### config.mk
export PLATFORM = sky130hd
export DESIGN_NAME = if_stage
export DESIGN_NICKNAME = d
export VERILOG_FILES = /design/src/rtl/if_stage.sv
export SDC_FILE = /design/constraint.sdc
export NUM_CORES = 1
export LEC_CHECK = 0
export ABC_AREA = 1
export CAP_MARGIN = 40
export CORE_UTILIZATION = 52
export DETAILED_ROUTE_END_ITERATION = 10
export GPL_TIMING_DRIVEN = 0
export PLACE_DENSITY = 0.91
export SLEW_MARGIN = 30
export SYNTH_ARGS = -nofsm -noshare
export SYNTH_HDL_FRONTEND = slang
export SYNTH_SLANG_ARGS = --single-unit
### constraint.sdc
create_clock -name clk -period 2.1 [get_ports clk]
set_clock_uncertainty 0.05 [all_clocks]
set_input_delay 0.315 -clock clk [delete_from_list [all_inputs] [get_ports clk]]
set_output_delay 0.315 -clock clk [all_outputs]
set_load 0.005 [all_outputs]
### src/rtl/if_stage.sv
// Instruction-fetch stage: owns the PC, issues single-outstanding imem requests,
// and holds the IF/ID register with a one-entry skid buffer for downstream stalls.
module if_stage #(
   parameter logic [31:0] RESET_PC = 32'h0000_0000,
   parameter int unsigned PC_STEP  = 4
) (
   input  logic        clk,
   input  logic        rst,
   output logic        imem_req_o,
   output logic [31:0] imem_addr_o,
   input  logic        imem_ack_i,
   input  logic [31:0] imem_rdata_i,
   input  logic        stall_i,
   input  logic        branch_flag_i,
   input  logic [31:0] branch_target_i,
   input  logic        flush_i,
   input  logic [31:0] new_pc_i,
   output logic [31:0] pc_o,
   output logic [31:0] inst_o,
   output logic        inst_valid_o
);

   typedef enum logic [1:0] {S_IDLE, S_REQ, S_BUF} state_t;

   state_t      r_state, w_state_nx;
   logic [31:0] r_pc, w_pc_nx;
   logic [31:0] r_pend, w_pend_nx;
   logic        r_discard, w_discard_nx;
   logic [31:0] r_id_pc, w_id_pc_nx;
   logic [31:0] r_id_inst, w_id_inst_nx;
   logic        r_id_vld, w_id_vld_nx;
   logic [31:0] r_buf_pc, w_buf_pc_nx;
   logic [31:0] r_buf_inst, w_buf_inst_nx;

   logic        w_redir;
   logic [31:0] w_redir_raw;
   logic [31:0] w_target;
   logic [31:0] w_pc_inc;
   logic        w_ld;
   logic [31:0] w_ld_pc;
   logic [31:0] w_ld_inst;

   // Flush overrides stall; a branch is only honoured when ID is advancing.
   assign w_redir     = flush_i | (branch_flag_i & ~stall_i);
   assign w_redir_raw = flush_i ? new_pc_i : branch_target_i;
   assign w_target    = {w_redir_raw[31:2], 2'b00};
   assign w_pc_inc    = r_pc + 32'(PC_STEP);

   always_comb begin
      w_state_nx    = r_state;
      w_pc_nx       = r_pc;
      w_pend_nx     = r_pend;
      w_discard_nx  = r_discard;
      w_buf_pc_nx   = r_buf_pc;
      w_buf_inst_nx = r_buf_inst;
      w_ld          = 1'b0;
      w_ld_pc       = r_pc;
      w_ld_inst     = imem_rdata_i;

      case (r_state)
         S_IDLE: begin
            w_state_nx = S_REQ;
            if (w_redir) w_pc_nx = w_target;
         end
         S_REQ: begin
            if (w_redir) begin
               // Address must stay put while the request is open, so park the target.
               if (imem_ack_i) begin
                  w_pc_nx      = w_target;
                  w_discard_nx = 1'b0;
               end else begin
                  w_pend_nx    = w_target;
                  w_discard_nx = 1'b1;
               end
            end else if (imem_ack_i) begin
               if (r_discard) begin
                  w_pc_nx      = r_pend;
                  w_discard_nx = 1'b0;
               end else begin
                  w_pc_nx = w_pc_inc;
                  if (stall_i && r_id_vld) begin
                     w_buf_pc_nx   = r_pc;
                     w_buf_inst_nx = imem_rdata_i;
                     w_state_nx    = S_BUF;
                  end else begin
                     w_ld = 1'b1;
                  end
               end
            end
         end
         S_BUF: begin
            if (w_redir) begin
               w_pc_nx    = w_target;
               w_state_nx = S_REQ;
            end else if (!stall_i) begin
               w_ld       = 1'b1;
               w_ld_pc    = r_buf_pc;
               w_ld_inst  = r_buf_inst;
               w_state_nx = S_REQ;
            end
         end
         default: w_state_nx = S_IDLE;
      endcase

      w_id_pc_nx   = r_id_pc;
      w_id_inst_nx = r_id_inst;
      w_id_vld_nx  = r_id_vld;
      if (w_redir || (!w_ld && !stall_i)) begin
         w_id_inst_nx = 32'h0;
         w_id_vld_nx  = 1'b0;
      end else if (w_ld) begin
         w_id_pc_nx   = w_ld_pc;
         w_id_inst_nx = w_ld_inst;
         w_id_vld_nx  = 1'b1;
      end
   end

   always_ff @(posedge clk or negedge rst) begin
      if (!rst) begin
         r_state    <= S_IDLE;
         r_pc       <= RESET_PC;
         r_pend     <= 32'h0;
         r_discard  <= 1'b0;
         r_id_pc    <= 32'h0;
         r_id_inst  <= 32'h0;
         r_id_vld   <= 1'b0;
         r_buf_pc   <= 32'h0;
         r_buf_inst <= 32'h0;
      end else begin
         r_state    <= w_state_nx;
         r_pc       <= w_pc_nx;
         r_pend     <= w_pend_nx;
         r_discard  <= w_discard_nx;
         r_id_pc    <= w_id_pc_nx;
         r_id_inst  <= w_id_inst_nx;
         r_id_vld   <= w_id_vld_nx;
         r_buf_pc   <= w_buf_pc_nx;
         r_buf_inst <= w_buf_inst_nx;
      end
   end

   assign imem_req_o   = (r_state == S_REQ);
   assign imem_addr_o  = r_pc;
   assign pc_o         = r_id_pc;
   assign inst_o       = r_id_inst;
   assign inst_valid_o = r_id_vld;

endmodule

* After elaboration in Yosys (flattened, before gate mapping)
Index checks and enable logic that the tools add are counted.
** Storage, ports and cells
- Bits in registers :: 194
- Input port bits :: 102
- Logic and storage cells :: 75
** Operators by class
- $add $sub $neg :: 1
- Equality and inequality tests :: 8
- Muxes and demuxes :: 34
- Bitwise gates (word level) :: 7
- Reductions and logical operators :: 16
** Operators by type and width (count)
- $mux W32 :: 14
- $pmux W32 S2 :: 1
- $add A32 B3 Y32 const B :: 1
- $mux W2 :: 6
- $mux W1 :: 11
- $reduce_and A5 Y1 :: 2
- $ne A2 B1 Y1 const B :: 3
- $pmux W2 S3 :: 1
- $reduce_and A3 Y1 :: 2
- $reduce_bool A2 Y1 :: 3
- $not A1 Y1 :: 5
- $ne A2 B2 Y1 const B :: 2
- $reduce_and A2 Y1 :: 2
- $ne A3 B3 Y1 const B :: 1
- $eq A2 B1 Y1 const B :: 1
- $eq A2 B2 Y1 const B :: 1
- $logic_and A1 B1 Y1 :: 2
- $logic_not A1 Y1 :: 2
- $logic_not A2 Y1 :: 1
- $pmux W1 S2 :: 1
- $reduce_or A2 Y1 :: 1
- $and A1 B1 Y1 :: 1
- $logic_or A1 B1 Y1 :: 1
- $or A1 B1 Y1 :: 1

* Longest topological paths before layout
Gate-level depths: netlist of the first run.
- Word-level depth :: 11
- Gate-level depth with buffers :: 12

* Least setup slack after synthesis of the first run
No wires, ideal clock.
- Path kind :: flip-flop to flip-flop
- From :: reg r_state[0]
- To :: reg r_pc[21] (netlist: imem_addr_o[21])
- Setup time :: 0.066 ns
- Data arrival time :: 1.607 ns
- Required time :: 1.984 ns
- Setup slack :: 0.378 ns
- Stages on the path, launching flop included :: 11
- Buffers on the path :: 1
- Clock period less this slack :: 1.722 ns
- Path through :: dfrtp_1 inv_1 ha_1 nor2_1 inv_2 o21bai_2 a21oi_4 inv_2 clkbuf_1 nand2_1 nand2_1
** Between the ends
- Cells in the longest elaborated chain, start to end :: 4
** Ends and longest elaborated chain
- start, declared :: RTL line 25 : state_t r_state, w_state_nx;
- start signal, assigned :: RTL line 130 : r_state <= w_state_nx;
- $eq A2 B2 Y1 or $logic_not A2 Y1 (tied branches) :: RTL line 60 : case (r_state)
- $reduce_or A2 Y1 (no line)
- $ne A2 B1 Y1 (no line) or $reduce_bool A2 Y1 (tied branches)
- $reduce_and A3 Y1 (no line)
- end signal, assigned :: RTL line 131 : r_pc <= w_pc_nx;
- end, declared :: RTL line 26 : logic [31:0] r_pc, w_pc_nx;
Several ways; a longest one is shown, not always the timed one.
A chain may end at the register's enable or synchronous reset.

* Final worst setup path of the first run
- From :: reg r_state[1]
- To :: reg r_buf_pc[3]
** Between the ends
- Cells in the longest elaborated chain, start to end :: 2
** Ends and longest elaborated chain
- $eq A2 B1 Y1 :: RTL line 60
- $reduce_and A5 Y1 (no line)
- end signal, assigned :: RTL line 137 : r_buf_pc <= w_buf_pc_nx;
- end, declared :: RTL line 32 : logic [31:0] r_buf_pc, w_buf_pc_nx;
No other way between the ends.

==> impl_results.md, run 1 <==
- Cts bufs inserted: 17
- Synth cell types: 30
- Main synth FF type: dfrtp_1
- Worst setup margin: roughly 0.073 ns
- Pre-CTS setup slack: -0.199 ns
- Count leader, synth: nand2_1
- Wire per inst: ~17 um
- Die area: about 19000 sq um
- VDD IR max: between 0.7 and 0.8 mV
- Initial antenna violation count: 0
- Die Ht: 137 um
- Number of remaining DRC errors: 0
- Worst-Skew Late Latency: around 0.44 ns
- FF-to-FF Start: r_state[1]
- Area growth syn-to-layout: 30.9%
- Hold Crit Start: flush_i
- Period Utilization, post-route: 96.5%
- Final hold viol count: 0
- Cell row count: between 40 and 50
- Max Cap Viol: 0
- Number of global-route vias before repair: between 9000 and 10000
- Synth cell count leaders: nand2_1 (387), dfrtp_1 (188), o21ai_0 (178), inv_1 (73), nor2_1 (67)
- Final ANT Viol Nets: 0
- Synth warn: 0
- Slew Limit Fails: 0
- CTS tree: yes
- Synthesized flop and latch total: roughly 190
- Register Area: 4710 sq um
- Worst Path Max Fanout: 10
- CP Buf/Inv Count: 3
- Crit path DAT: 2.28 ns
- Clock Root Buffer: clkbuf_16
- Initial Util: a little over half
- Maximum clock insertion buffer count: 2
- Total clock sinks: 188
- Post-DP HPWL: 20400 um
- Final setup TNS: 0 ns
- Drt pass-1 iters: 5
- Flop2flop setup slack: between 0.07 and 0.08 ns
- Core ar.: about 18000 sq um
- Crit-path slowest cell: dfrtp_1
- Crit path max-delay family: buffers and inverters
- Tot Pwr: 15.1 mW
- Tot GR Track Use: roughly 31%
- Reg-to-Reg End: r_buf_pc[3]
- Tmin final: a little over 2 ns
- Vias: between 9000 and 10000
- First-pass GRT wire length: ~45000 um
- Multi-input logic area: approximately 4100 sq um
- Clk slew on worst S/H paths: 0.07 ns
- Min-Delay Endpoint: inst_o[1]
- Seq/Total Area, Yosys: 49.7%
- Slew @ Worst Pin: 0.550 ns
- Final setup viols: 0
- Nets@finish: 1530
- Reg2reg path depth: 9
- Final hold slack: 0.247 ns
- Outcome: finished clean
- Vias/cell: roughly 5.6
- Syn avg cell area: just under 8 sq um
- Largest net degree at the start of global routing: slightly below 90
- # port buffers: between 150 and 200
- Post-Route WL: approximately 28000 um
- Number of enable flip-flop cells after synthesis: 0
- CTS H-tree lvls: 4
- Yosys top cell area share: between 40 and 50%
- Worst min path class: input pin to register
- Cell Area, Synth: about 9500 sq um
- Biggest area consumer among synthesized cells: dfrtp_1
- Top area cells in the synthesized netlist: dfrtp_1 (50%), nand2_1 (15%), o21ai_0 (9.4%)
- Critical Path Start Type: register
- CP required: 2.35 ns
- Share of cells above drive strength 1: between 6 and 7%
- Final GP Congestion: ~0.96
- DIE WIDTH: between 100 and 150 um
- Iter 0 DRT Violations: around 780
- Crit-path cells: inv_1, ha_2, nand2_1, nor2_2, nand3_2, buf_2, buf_2, nand2_1, o21ai_0
- Fraction of registers with async set/reset: between 90% and 100%
- P per Cell Area: around 1200 nW/um^2
- F_max: just under 500 MHz
- Gate Count Post-Synth: about 1200
- Crit path kind: register to register
- Total I/O pin count: 200
- LEAKAGE: a little under 6 nW
- Setup crit end kind: register
- Cell count of the worst hold path: 4
- Worst rel slew slack: between 60% and 70%
- Gr ovfl total: 0
- Critical path's largest stage delay: slightly above 0.4 ns
- Fill cells: about 1300
logic make-up (layout without fill, tap and decap cells):
group                      after synthesis  in the layout  share of synthesized area [%]
other                                    1              5                         0.0396
buffers and inverters                  152            379                           7.37
adders and majority gates                4              4                          0.528
muxes                                   30             30                           3.17
xor gates and xnor gates                10             10                          0.925
and+or+nand+nor                        520            520                           22.2
AOI/OAI and AO/OA                      300            300                           16.1
DFF                                    188            188                           49.7
per-stage QoR:
stage	utilization, %	area [sq um]	std cells
global route	70.7	12400	1660
floorplan	-	9480	1208
CTS	70.4	12400	1656
detailed placement	66.9	11700	1625
finish	70.7	12400	1661
global placement	66.5	11700	1623
routing by layer:
metal	routed length [um]	GRT usage (%)	part of all wire, %	vias to the layer above
li1	-	-	-	4343
met1	11100	38.3	39	4439
met2	13900	51.9	49	500
met3	2280	6.63	8.1	86
met4	976	15.3	3.5	0
met5	0	0	0	-
power breakdown:
part	internal, mW	switching (mW)
clock	1.91	1.43
combinational	2.66	3.45
sequential	4.62	0.978
total	9.19	5.86
layout by cell type (no fill, tap or decap), drive strengths merged:
cell type / n
a21oi: 60
mux2i: 30
nand3: 57
o211ai: 1
dlymetal6s2s: 1
nand2: 388
dlygate4sd3: 1
xnor2: 1
ha: 4
diode: 1
clkinv: 4
xor2: 9
clkdlybuf4s50: 188
clkinvlp: 3
bufinv: 3
inv: 80
o21bai: 1
a22o: 1
dfrtp: 188
buf: 46
conb: 4
nor2: 72
nand4: 3
o21ai: 237
clkbuf: 53
cell type report:
type / count / share of cell area [%]
Multi-Input combinational cell: 868 / 33.1
Antenna cell: 1 / 0.0202
Clock buffer: 18 / 3.54
Timing Repair Buffer: 197 / 16.2
Buffer: 74 / 3.28
Inverter: 78 / 2.38
Sequential cell: 188 / 37.9
Clock inverter: 12 / 1.32
Tap cell: 225 / 2.27
worst reg2reg max path, stage by stage, from the launching register on:
cell and delay, ns:
dfrtp_1 0.41, inv_1 0.09, ha_2 0.23, nand2_1 0.11, nor2_2 0.14, nand3_2 0.18, buf_2 0.25, buf_2 0.22
nand2_1 0.10, o21ai_0 0.11
worst max path at each step:
stage / from / to / slack, ns / depth (start not counted)
6_report: r_state[1] / r_buf_pc[3] / 0.07 / 9
5_1_grt: imem_addr_o[2] / imem_addr_o[10] / -0.04 / 10
4_1_cts: r_state[1] / imem_req_o / 0.005 / 3
3_5_place_dp: stall_i / imem_addr_o[9] / -0.20 / 11
3_3_place_gp: rst / r_pend[26] / -6.80 / 1
2_1_floorplan: r_state[0] / imem_addr_o[21] / 0.38 / 10
flip-flops by register name (all words and copies together), names as in the netlist:
signal,flops
imem_addr_o,30
r_discard,1
r_buf_inst,32
inst_o,32
r_buf_pc,30
r_state,2
r_pend,30
pc_o,30
inst_valid_o,1
what timing repair did:
action | 4_1_cts | 5_1_grt
buffers inserted | 0 | 4
gates resized for setup | 6 | 7
endpoints found under the setup margin | 12 | 63
hold buffers | 1 | 0
pin swaps | 1 | 3
hold endpoints to repair | 29 | 0
No activity file was read; power rests on OpenSTA's default activity.
==> inputs of run 2 (changes only) <==
REMOVE_ABC_BUFFERS = 1   (was default)
==> run 2 against run 1 <==
  * The flow now finishes with violations (setup timing)
  * Global-route usage shrank 1.5 points
  * Clock-buffer cell count did not move
  * Via count decreased by 3.1%
  * Setup slack got worse by 0.078 ns
  * Sequential power grew 3%
  * Worst hold slack better by 0.069 ns
  * Register-to-register slack got worse by 0.05 ns
  * Combinational power shrank 3.9%
  * Highest routed layer unchanged
==> impl_results.md, run 2 (same netlist as run 1, synthesis figures left out) <==
- LEAKAGE: 5.86 nW (-0.74%)
- RSZ-0062 raised after global routing: true
- Wire per inst: 17.0 um (about the same)
- CTS tree: yes
- Number of global-route vias before repair: 8355 (-7.5%)
- CTS H-tree lvls: 4 (unchanged)
- Commonest non-fill, non-tap cell in the layout: nand2_1
- Vias: 9078 (-3.1%)
- Die area: 18800 sq um (unchanged)
- Post-DP HPWL: 16600 um (-18%)
- Fin cells: 1611 (-3.0%)
- Core ar.: 17500 sq um (unchanged)
- Largest net degree at the start of global routing: 76 (-13%)
- Worst rel slew slack: 53.6% (-9.7 points)
- Critical path's largest stage delay: 0.55 ns (+0.14 ns)
- Iter 0 DRT Violations: 884 (+14%)
- Final setup viols: 1 (+1)
- Worst Path Max Fanout: 61 (+51)
- VDD IR max: 0.671 mV (-14%)
- Cell row count: 48 (unchanged)
- Nets@finish: 1479 (-3.3%)
- Post-Route WL: 27300 um (-3.1%)
- Area of placed instances: 11500 sq um (-2.3%)
- DIE WIDTH: 137 um (unchanged)
- Core Util, Final: 70.9% (+0.21 points)
- Initial Util: 54.0% (unchanged)
- Critical Path Start Type: input pin
- Slew Limit Fails: 0 (unchanged)
- Final ANT Viol Nets: 0 (unchanged)
- Failing checks: setup timing
- Clock Root Buffer: clkbuf_16
- Commonest non-fill, non-tap cells in the layout: nand2_1 (385), clkdlybuf4s50_1 (189), dfrtp_1 (186), o21ai_0 (178), inv_1 (72)
- # diodes: 0 (-1)
- Worst min path class: input pin to async pin
- Crit-path cells: clkdlybuf4s50_1, clkinvlp_4, nor2_8, nor2_8, inv_4, nand3_1, nand2_2, nand2_8, bufbuf_16, nand2_1, o21ai_1
- Vias/cell: 5.64 (about the same)
- Area growth syn-to-layout: 31.3%
- Die Ht: 137 um (unchanged)
- Period Utilization, post-route: 100% (+3.7 points)
- Tmin final: 2.11 ns (+0.0781 ns)
- Number of remaining DRC errors: 0 (unchanged)
- Crit path kind: input pin to register
- Tot GR Track Use: 29.7% (-1.5 points)
- Final GP Congestion: 0.887 (-7.6%)
- Clk slew on worst S/H paths: 0.07 ns (about the same)
- Worst-Skew Late Latency: 0.43 ns (about the same)
- Share of cells above drive strength 1: 6.20% (-0.76 points)
- CP Buf/Inv Count: 4 (+1)
- Dpl cells: 1556 (-4.2%)
- Crit path DAT: 2.36 ns (+0.08 ns)
- Cts bufs inserted: 17 (unchanged)
- CP required: 2.36 ns (about the same)
- Outcome: finished, violations left
- Setup crit end kind: register
- Cell mode on critical path: nor2_8
- F_max: 475 MHz (-3.7%)
- Maximum clock insertion buffer count: 2 (unchanged)
- Final hold viol count: 0 (unchanged)
- Post-route design area: 12400 sq um (+0.29%)
- P per Cell Area: 1220 nW/um^2 (+0.59%)
- Worst setup margin: -0.00510 ns (-0.0781 ns)
- Gr ovfl total: 0 (unchanged)
- Slew @ Worst Pin: 0.696 ns (+0.146 ns)
- # port buffers: 191 (+0.53%)
- First-pass GRT wire length: 42800 um (-4.0%)
- Total I/O pin count: 200 (unchanged)
- Total clock sinks: 188 (unchanged)
- Initial antenna violation count: 0 (unchanged)
- Crit path max-delay family: buffers and inverters
- Drt pass-1 iters: 6 (+1)
- Max Cap Viol: 0 (unchanged)
- Crit-path slowest cell: clkdlybuf4s50_1
-- run 2: cell types whose count changed in the layout (fill, tap and decap cells not counted), sizes merged, moves of 2 or more --
cell / before / now
clkbuf: 53 / 19
inv: 80 / 78
nand3: 57 / 62
buf: 46 / 22
clkinv: 4 / 6
bufinv: 3 / 5
-- run 2: layout make-up --
class                      count  area (sq um)
clock inverter                14           219
multi-input combinational    874          4240
fill                        1274          5100
clock buffer                  18           429
inverter                      78           314
tap                          225           282
timing repair buffer         214          2240
sequential                   188          4710
-- run 2: worst paths after layout --
check                                  from               to  slack, ns  depth (start not counted)
setup / recovery                    stall_i         pc_o[19]     -0.005                         11
max in group asynchronous               rst   imem_addr_o[2]       0.96                          3
hold / removal                          rst       inst_o[14]       0.32                          2
hold reg to reg                r_buf_pc[23]     r_buf_pc[23]       0.43                          2
setup reg to reg                 r_state[0]  imem_addr_o[16]       0.02                         10
min in group clk           imem_rdata_i[15]   r_buf_inst[15]       0.41                          3
-- run 2: report_power, final --
group	internal [mW]	switching, mW	total (mW)	leakage [nW]
registers	4.63	1.14	5.77	2.46
logic	2.60	3.27	5.87	3.09
clock network	2.12	1.43	3.55	0.310
-- run 2: metal layers --
layer  vias to the layer above  wire (um)  global-route usage, %
met1                      4241      11400                   39.7
met4                         0        758                   13.4
met2                       498      12900                   47.2
met5                         -          0                      0
met3                        80       2250                   5.15
li1                       4259          -                      -
-- run 2: repair_timing --
action | in CTS | in global routing
hold endpoints to repair | 47 | 0
setup buffers | 4 | 10
endpoints found under the setup margin | 156 | 101
hold buffers | 1 | 0
pin swaps | 4 | 2
gates cloned | 6 | 2
gates resized for setup | 12 | 11
-- run 2: metrics by stage --
step / hold slack, ns / setup WS (ns) / TNS, ns / total power [mW]
6_report: 0.317 / -0.00510 / -0.00510 / 15.2
3_5_place_dp: 0.194 / -0.801 / -105.01 / 11.2
4_1_cts: 0.335 / 0.00345 / 0 / 14.9
5_1_grt: 0.371 / -0.0455 / -0.290 / 16.1
3_3_place_gp: 0.411 / -7.12 / -1957.00 / 10.9
2_1_floorplan: -0.0306 / -1.38 / -118.75 / 8.39
